File: config.mk
export PLATFORM = sky130hd
export DESIGN_NAME = alu_exec_stage_flat
export DESIGN_NICKNAME = d
export VERILOG_FILES = /design/src/rtl/alu_exec_stage_if.sv /design/src/rtl/alu_exec_stage.sv /design/src/flat_wrapper.sv
export SDC_FILE = /design/constraint.sdc
export NUM_CORES = 1
export LEC_CHECK = 0
export CAP_MARGIN = 10
export CORE_MARGIN = 2
export CORE_UTILIZATION = 30
export DETAILED_ROUTE_END_ITERATION = 7
export PLACE_DENSITY = 0.59
export SKIP_CTS_REPAIR_TIMING = 1
export SYNTH_ARGS = -nofsm -noshare
export SYNTH_HDL_FRONTEND = slang
export SYNTH_SLANG_ARGS = --single-unit
File: constraint.sdc
create_clock -name clk -period 5.9 [get_ports clk]
set_input_delay 1.77 -clock clk [delete_from_list [all_inputs] [get_ports clk]]
set_output_delay 1.77 -clock clk [all_outputs]
set_load 0.02 [all_outputs]
File: src/rtl/alu_exec_stage_if.sv
// Handshake and payload bundle between operand fetch, the ALU execute stage and writeback.
// ALU_EXEC_OVF_EN adds the per-entry signed-overflow flag ovf.
interface alu_exec_stage_if #(
    parameter int unsigned WIDTH = 20
);
    logic             in_valid;
    logic             in_ready;
    logic [3:0]       op;
    logic [WIDTH-1:0] a;
    logic [WIDTH-1:0] b;
    logic             out_valid;
    logic             out_ready;
    logic [WIDTH-1:0] result;
    logic             zero;
    logic             sign;
    logic             c_out;
`ifdef ALU_EXEC_OVF_EN
    logic             ovf;
`endif

    modport master (
        output in_valid, op, a, b, out_ready,
        input  in_ready, out_valid, result, zero, sign, c_out
`ifdef ALU_EXEC_OVF_EN
        , input ovf
`endif
    );

    modport slave (
        input  in_valid, op, a, b, out_ready,
        output in_ready, out_valid, result, zero, sign, c_out
`ifdef ALU_EXEC_OVF_EN
        , output ovf
`endif
    );
endinterface

File: src/rtl/alu_exec_stage.sv
// Single-cycle ALU execute stage with carry register and 2-entry output FIFO.
// Optional ALU_EXEC_OVF_EN adds a stored signed-overflow flag (bus.ovf).
module alu_exec_stage #(
    parameter int unsigned WIDTH = 20,
    parameter int unsigned DEPTH = 2
) (
    input  logic             clk,
    input  logic             rst,
    alu_exec_stage_if.slave  bus,
    output logic             carry_q
);
    localparam int unsigned MSB   = WIDTH - 1;
    localparam int unsigned CNT_W = 2;

    typedef enum logic [3:0] {
        OP_NOT, OP_AND, OP_OR, OP_XOR, OP_SHFTL, OP_SHFTR, OP_ROTL, OP_ROTR,
        OP_INC, OP_DEC, OP_ADD, OP_ADDC, OP_SUB, OP_EQ, OP_GT, OP_LT
    } op_e;

    typedef struct packed {
        logic [WIDTH-1:0] result;
        logic             zero;
        logic             sign;
        logic             c_out;
`ifdef ALU_EXEC_OVF_EN
        logic             ovf;
`endif
    } entry_t;

    op_e              op;
    logic [WIDTH-1:0] r;
    logic [WIDTH:0]   sum;
    logic             c_new;
    entry_t           new_entry;
    entry_t           head_q;
    entry_t           tail_q;
    logic [CNT_W-1:0] count_q;
    logic             push;
    logic             pop;

    assign op = op_e'(bus.op);

    // ALU result and carry/borrow for the offered operation
    always_comb begin
        r     = '0;
        sum   = '0;
        c_new = carry_q;
        case (op)
            OP_NOT:   r = ~bus.a;
            OP_AND:   r = bus.a & bus.b;
            OP_OR:    r = bus.a | bus.b;
            OP_XOR:   r = bus.a ^ bus.b;
            OP_SHFTL: r = bus.a << bus.b[3:0];
            OP_SHFTR: r = bus.a >> bus.b[3:0];
            OP_ROTL:  r = {bus.a[MSB-1:0], bus.a[MSB]};
            OP_ROTR:  r = {bus.a[0], bus.a[MSB:1]};
            OP_INC: begin
                sum   = {1'b0, bus.a} + (WIDTH+1)'(1);
                r     = sum[MSB:0];
                c_new = sum[WIDTH];
            end
            OP_DEC: begin
                r     = bus.a - WIDTH'(1);
                c_new = (bus.a == '0);
            end
            OP_ADD: begin
                sum   = {1'b0, bus.a} + {1'b0, bus.b};
                r     = sum[MSB:0];
                c_new = sum[WIDTH];
            end
            OP_ADDC: begin
                sum   = {1'b0, bus.a} + {1'b0, bus.b} + (WIDTH+1)'(carry_q);
                r     = sum[MSB:0];
                c_new = sum[WIDTH];
            end
            OP_SUB: begin
                r     = bus.a - bus.b;
                c_new = (bus.a < bus.b);
            end
            OP_EQ:    r = WIDTH'(bus.a == bus.b);
            OP_GT:    r = WIDTH'(bus.a > bus.b);
            OP_LT:    r = WIDTH'(bus.a < bus.b);
        endcase
    end

    // Flags; compares report equality/ordering instead of result properties
    always_comb begin
        new_entry        = '0;
        new_entry.result = r;
        new_entry.zero   = (r == '0);
        new_entry.sign   = r[MSB];
        new_entry.c_out  = c_new;
        if (op == OP_EQ || op == OP_GT || op == OP_LT) begin
            new_entry.zero = (bus.a == bus.b);
        end
        if (op == OP_GT || op == OP_LT) begin
            new_entry.sign = (bus.a < bus.b);
        end
`ifdef ALU_EXEC_OVF_EN
        case (op)
            OP_INC:          new_entry.ovf = ~bus.a[MSB] & r[MSB];
            OP_DEC:          new_entry.ovf = bus.a[MSB] & ~r[MSB];
            OP_ADD, OP_ADDC: new_entry.ovf = (bus.a[MSB] == bus.b[MSB]) && (r[MSB] != bus.a[MSB]);
            OP_SUB:          new_entry.ovf = (bus.a[MSB] != bus.b[MSB]) && (r[MSB] != bus.a[MSB]);
            default:         new_entry.ovf = 1'b0;
        endcase
`endif
    end

    assign bus.in_ready  = (count_q < CNT_W'(DEPTH));
    assign bus.out_valid = (count_q != '0);
    assign push          = bus.in_valid & bus.in_ready;
    assign pop           = bus.out_valid & bus.out_ready;

    // Shift-style FIFO: head_q always holds the oldest entry
    always_ff @(posedge clk) begin
        if (rst) begin
            count_q <= '0;
            head_q  <= '0;
            tail_q  <= '0;
            carry_q <= 1'b0;
        end else begin
            if (push) begin
                carry_q <= c_new;
            end
            case ({push, pop})
                2'b10: begin
                    if (count_q == '0) head_q <= new_entry;
                    else               tail_q <= new_entry;
                    count_q <= count_q + CNT_W'(1);
                end
                2'b01: begin
                    head_q  <= tail_q;
                    count_q <= count_q - CNT_W'(1);
                end
                2'b11:   head_q <= new_entry;
                default: ;
            endcase
        end
    end

    assign bus.result = head_q.result;
    assign bus.zero   = head_q.zero;
    assign bus.sign   = head_q.sign;
    assign bus.c_out  = head_q.c_out;
`ifdef ALU_EXEC_OVF_EN
    assign bus.ovf    = head_q.ovf;
`endif
endmodule

File: src/flat_wrapper.sv
// flat-port wrapper written by rule: the top's interface ports become plain ports
module alu_exec_stage_flat 
#(
    parameter int unsigned WIDTH = 20,
    parameter int unsigned DEPTH = 2
)
  (clk, rst, carry_q, bus_in_valid, bus_op, bus_a, bus_b, bus_out_ready, bus_in_ready, bus_out_valid, bus_result, bus_zero, bus_sign, bus_c_out);
  alu_exec_stage_if #(.WIDTH(WIDTH)) bus_i ();
  input  logic clk;
  input  logic rst;
  output logic carry_q;
  input wire logic [$bits(bus_i.in_valid)-1:0] bus_in_valid;
  input wire logic [$bits(bus_i.op)-1:0] bus_op;
  input wire logic [$bits(bus_i.a)-1:0] bus_a;
  input wire logic [$bits(bus_i.b)-1:0] bus_b;
  input wire logic [$bits(bus_i.out_ready)-1:0] bus_out_ready;
  output wire logic [$bits(bus_i.in_ready)-1:0] bus_in_ready;
  output wire logic [$bits(bus_i.out_valid)-1:0] bus_out_valid;
  output wire logic [$bits(bus_i.result)-1:0] bus_result;
  output wire logic [$bits(bus_i.zero)-1:0] bus_zero;
  output wire logic [$bits(bus_i.sign)-1:0] bus_sign;
  output wire logic [$bits(bus_i.c_out)-1:0] bus_c_out;
  assign bus_i.in_valid = bus_in_valid;
  assign bus_i.op = bus_op;
  assign bus_i.a = bus_a;
  assign bus_i.b = bus_b;
  assign bus_i.out_ready = bus_out_ready;
  assign bus_in_ready = bus_i.in_ready;
  assign bus_out_valid = bus_i.out_valid;
  assign bus_result = bus_i.result;
  assign bus_zero = bus_i.zero;
  assign bus_sign = bus_i.sign;
  assign bus_c_out = bus_i.c_out;
  alu_exec_stage #(.WIDTH(WIDTH), .DEPTH(DEPTH)) u_core (.clk(clk), .rst(rst), .bus(bus_i), .carry_q(carry_q));
endmodule
Word level (Yosys, flattened, before mapping)
Index checks and enable logic that the tools add are counted.
{"block": "totals", "reg_bits": 49, "out_inout_bits": 26, "wordCells": 68}
{"block": "op_classes", "n_addsub": 7, "order_cmp": 3, "n_eq_ne": 20, "shift": 2, "muxes": 7, "bitwise": 7, "n_reduce_logical": 12}
{"op": "$pmux 20 s16", "count": 1}
{"op": "$pmux 23 s3", "count": 1}
{"op": "$logic_not 20->1", "count": 2}
{"op": "$eq 4x4->1 const B", "count": 8}
{"op": "$mux 23", "count": 1}
{"op": "$add 20x1->21 const B", "count": 1}
{"op": "$add 20x20->21", "count": 1}
{"op": "$add 21x1->21", "count": 1}
{"op": "$and 20x20->20", "count": 1}
{"op": "$eq 20x20->1", "count": 1}
{"op": "$gt 20x20->1", "count": 1}
{"op": "$lt 20x20->1", "count": 1}
{"op": "$not 20->20", "count": 1}
{"op": "$or 20x20->20", "count": 1}
{"op": "$shl 20x4->20", "count": 1}
{"op": "$shr 20x4->20", "count": 1}
{"op": "$sub 20x1->20 const B", "count": 1}
{"op": "$sub 20x20->20", "count": 1}
{"op": "$xor 20x20->20", "count": 1}
{"op": "$eq 4x3->1 const B", "count": 4}
{"op": "$eq 4x2->1 const B", "count": 2}
{"op": "$pmux 1 s5", "count": 1}
{"op": "$eq 2x2->1 const B", "count": 2}
{"op": "$eq 4x1->1 const B", "count": 1}
{"op": "other kinds (15)", "count": 21}

Longest topological paths before layout
{"block": "depth", "word_depth": 7, "mapped_depth": 17, "mapped_depth_nobuf": 16}

Worst setup path before layout
OpenSTA, ideal clock, no wires.
{"block": "synth_timing", "path_kind": "input -> register", "startpoint": "in bus_a[7]", "endpoint": "reg u_core.tail_q[2] (netlist bit)", "setup_ps": 91, "arrival_time_ps": 5527, "slack_ps": 282, "path_stages": 16, "path_buffers": 3, "path_cell_list": "clkbuf_1 clkbuf_1 inv_1 ha_1 clkbuf_1 inv_1 a21oi_1 or3b_2 mux2i_1 a221oi_1 o21ai_0 or4_1 a22oi_1 and4bb_1 nand4b_1 a311oi_1"}
{"block": "synth_via", "elab_chain_len": 5}
{"item": "start: declaration", "line_no": "flat_wrapper.sv:14", "source": "input wire logic [$bits(bus_i.a)-1:0] bus_a;"}
{"item": "$add 20x20->21", "line_no": "alu_exec_stage.sv:67, alu_exec_stage.sv:72"}
{"item": "$add 21x1->21", "line_no": "alu_exec_stage.sv:72", "source": "sum = {1'b0, bus.a} + {1'b0, bus.b} + (WIDTH+1)'(carry_q);"}
{"item": "$pmux 20 s16", "line_no": "alu_exec_stage.sv:48", "source": "case (op)"}
{"item": "$logic_not 20->1", "line_no": "alu_exec_stage.sv:90", "source": "new_entry.zero = (r == '0);"}
{"item": "$mux 1 (*)", "line_no": "alu_exec_stage.sv:93", "source": "if (op == OP_EQ || op == OP_GT || op == OP_LT) begin"}
{"item": "end signal: assignment", "line_no": "alu_exec_stage.sv:129", "source": "else tail_q <= new_entry;"}
{"item": "end: declaration", "line_no": "alu_exec_stage.sv:36", "source": "entry_t tail_q;"}
Every way passes the cells marked *; elsewhere a longest branch is shown, timed or not.
A chain may end at the register's enable or synchronous reset.

Final worst setup path
{"block": "layout_timing", "startpoint": "in bus_a[0]", "endpoint": "reg u_core.head_q, in the netlist u_core.bus.result[18]"}
{"block": "layout_via", "elab_chain_len": 5}
{"item": "$add 20x20->21", "line_no": "alu_exec_stage.sv:67, alu_exec_stage.sv:72"}
{"item": "$add 21x1->21", "line_no": "alu_exec_stage.sv:72"}
{"item": "$pmux 20 s16 (*)", "line_no": "alu_exec_stage.sv:48"}
{"item": "$mux 23", "line_no": "alu_exec_stage.sv:128", "source": "if (count_q == '0) head_q <= new_entry;"}
{"item": "$pmux 23 s3 (*)", "line_no": "alu_exec_stage.sv:126", "source": "case ({push, pop})"}
{"item": "end signal: assignment", "line_no": "alu_exec_stage.sv:128"}
{"item": "end signal: assignment", "line_no": "alu_exec_stage.sv:133", "source": "head_q <= tail_q;"}
{"item": "end signal: assignment", "line_no": "alu_exec_stage.sv:136", "source": "2'b11: head_q <= new_entry;"}
{"item": "end: declaration", "line_no": "alu_exec_stage.sv:35", "source": "entry_t head_q;"}
Every way passes the cells marked *; elsewhere a longest branch is shown, timed or not. The select of a mux whose other input is x is not followed.

==> run metrics <==
GRT Util Overall=25.99%; setup ws final=0.2160 ns; CTS Buffer Depth=2; RSZ-0062 raised after global routing=yes; WP data required=6.03 ns; number of synthesized flops with an enable pin=0; vias in the first global route=11480; number of synthesized register bits=49; outcome=completed; P per Cell Area=188.8 mW/mm^2; design area=0.01260 mm^2; Detail Placement HPWL=37.77 mm; TritonCTS clock tree=done; Routability Congestion=1.058; chip height=188.2 um; leading register cell type out of synthesis=dfxtp_1; crit path DAT=5.81 ns; Cell Chain, Critical Path=clkdlybuf4s50_1 > ha_2 > inv_1 > fa_1 > nand2b_1 > a21bo_2 > a211o_1 > o31ai_4 > a311oi_1 > a2111oi_1 > a22o_1 > o31ai_1 > buf_4 > o311ai_0 > a21oi_1; global-route wire length before repair=71.73 mm; Async SR Flop Fraction=0%; Yosys cell types=96; Core ar.=0.03345 mm^2; largest net degree at the start of global routing=52; final slew viol count=0; sequential area share after synthesis=9.639%; final WL=47.59 mm; Layout area overhead=23.83%; placed cell areas=0.01234 mm^2; Ys Warns=0; leading cell type in the layout, fill and taps excluded=buf_4; Clock Latency Late Sink=0.28 ns; MaxCap Viol Count=0; Worst setup SP type=input pin; TritonRoute pass-1 iters=6; die area=0.03541 mm^2; Via density=6.075; final routed DRC violation total=0; Antenna Cells=0; Min Clock Period, post-route=5.684 ns; Hold WC Path Type=flop to flop; Die Width=188.2 um; most frequent cells in the layout=buf_4, nor2_1, nand2_1, a21oi_1, inv_1; crit path kind=input pin to flop; site row count=67; H-Tree Depth=2; DR iter-0 viols=1603; number of I/O pins=74; cell area after synthesis=0.01018 mm^2; worst hold stages=2; Leak Pwr=4.972 nW; GRT Residual Overflow=0; share of layout cells above drive strength 1=17.42%; Max Fclk=175.9 MHz; syn_area_per_cell=6.985 um^2; CP max-delay cell=clkdlybuf4s50_1; IR drop worst, VDD=0.0002696 V; Placement Setup Slack=-0.09485 ns; Largest stage delay, worst path=0.49 ns; PortBufs=73; Initial Util=30.43%; Antenna Nets Post-Route=0; Setup-failing EPs final=0; Slew @ Worst Pin=1.163 ns; cell depth of the worst flop-to-flop path=13; Avg WL per Cell=23.28 um; number of antenna violations at the first check in global routing=1; Syn Inst Count=1457; CP Capture Type=flop; hold_ws=0.4498 ns; via count=12420; endpoints failing hold=0; slew margin rel.=21.89%; Crit Path Max Fanout=6; Worst Skew=0.001579 ns; CTS clk-pin slew, worst paths=0.06 ns; # nets final=1713; clk sinks=49; CTS root buf=clkbuf_16; Power Total=2.379 mW; fin crit share=96.34%; number of buffers created by CTS=5; Mapped Nets=1575
==> logic make-up after synthesis <==
logic type      Yosys count  share of synthesized area, %
fa+ha+maj                70                         8.753
flops                    49                         9.639
mux                      97                         11.49
buf+inv                 204                         8.102
simple gates            542                         27.07
xor+xnor                 44                         3.860
compound gates          451                         31.08
==> cell usage after synthesis (21+ instances only) <==
cell type | instances | area [um^2]
nor2_1 | 131 | 491.7
nand2_1 | 128 | 480.5
a21oi_1 | 99 | 495.5
clkbuf_1 | 79 | 296.5
inv_1 | 69 | 259.0
ha_1 | 68 | 850.8
o21ai_0 | 67 | 335.3
mux2i_1 | 64 | 640.6
nor3_1 | 53 | 265.3
dfxtp_1 | 49 | 980.9
nand3_1 | 49 | 245.2
buf_2 | 36 | 180.2
xnor2_1 | 36 | 315.3
o211ai_1 | 27 | 202.7
o22ai_1 | 26 | 162.7
nor4_1 | 25 | 156.4
a211oi_1 | 23 | 172.7
a22oi_1 | 21 | 157.7
nand4_1 | 21 | 131.4
==> report_power, final <==
part           switching [mW]  internal, mW  total (mW)
combinational           0.927         0.638        1.56
clock                   0.116         0.212       0.328
sequential             0.0548         0.432       0.487
total                    1.10          1.28        2.38
==> worst max-delay path, delay by kind of cell <==
kind            cells  cell delay (ns)
compound gates      9             2.44
fa+ha+maj           2             0.65
buf+inv             3             0.72
simple gates        1             0.21
==> routing by layer <==
layer	part of all wire [%]	track usage [%]	vias to the layer above
met5	0.023	0	-
met1	42	35.21	5846
met3	9.5	3.613	133
li1	-	-	5757
met4	4.5	9.691	2
met2	44	41.85	679
==> registers in the layout, summed over array words and instances, names as in the netlist <==
register,flops
u_core.bus.c_out,1
u_core.bus.result,20
u_core.bus.sign,1
u_core.bus.zero,1
u_core.carry_q,1
u_core.count_q,2
u_core.tail_q,23
==> path summary, 6_finish.rpt <==
check	slack, ns	start	end
worst max-delay path	0.22	bus_a[0]	u_core.bus.result[18]
worst max register to register	2.32	u_core.carry_q	u_core.tail_q[2]
worst min register to register	0.45	u_core.bus.result[0]	u_core.bus.result[0]
worst min-delay path	0.45	u_core.bus.result[0]	u_core.bus.result[0]
==> final cells by class <==
cell class | instances | area (um^2)
Multi-Input combinational cell | 1204 | 8452
Timing Repair Buffer | 260 | 2155
Tap cell | 448 | 560.5
Sequential cell | 49 | 980.9
Clock buffer | 7 | 142.6
Clock inverter | 1 | 30.03
Fill cell | 3541 | 20850
Inverter | 75 | 281.5
==> metrics by stage <==
step | utilization (%) | instances | setup TNS (ns)
2_1_floorplan | - | 1457 | 0
3_3_place_gp | 36.90 | 2033 | -0.08658
3_5_place_dp | 36.90 | 2033 | -0.3188
4_1_cts | 37.41 | 2041 | 0
5_1_grt | 37.68 | 2044 | -0.01858
6_report | 37.68 | 2044 | 0
No activity file was read; power rests on OpenSTA's default activity.
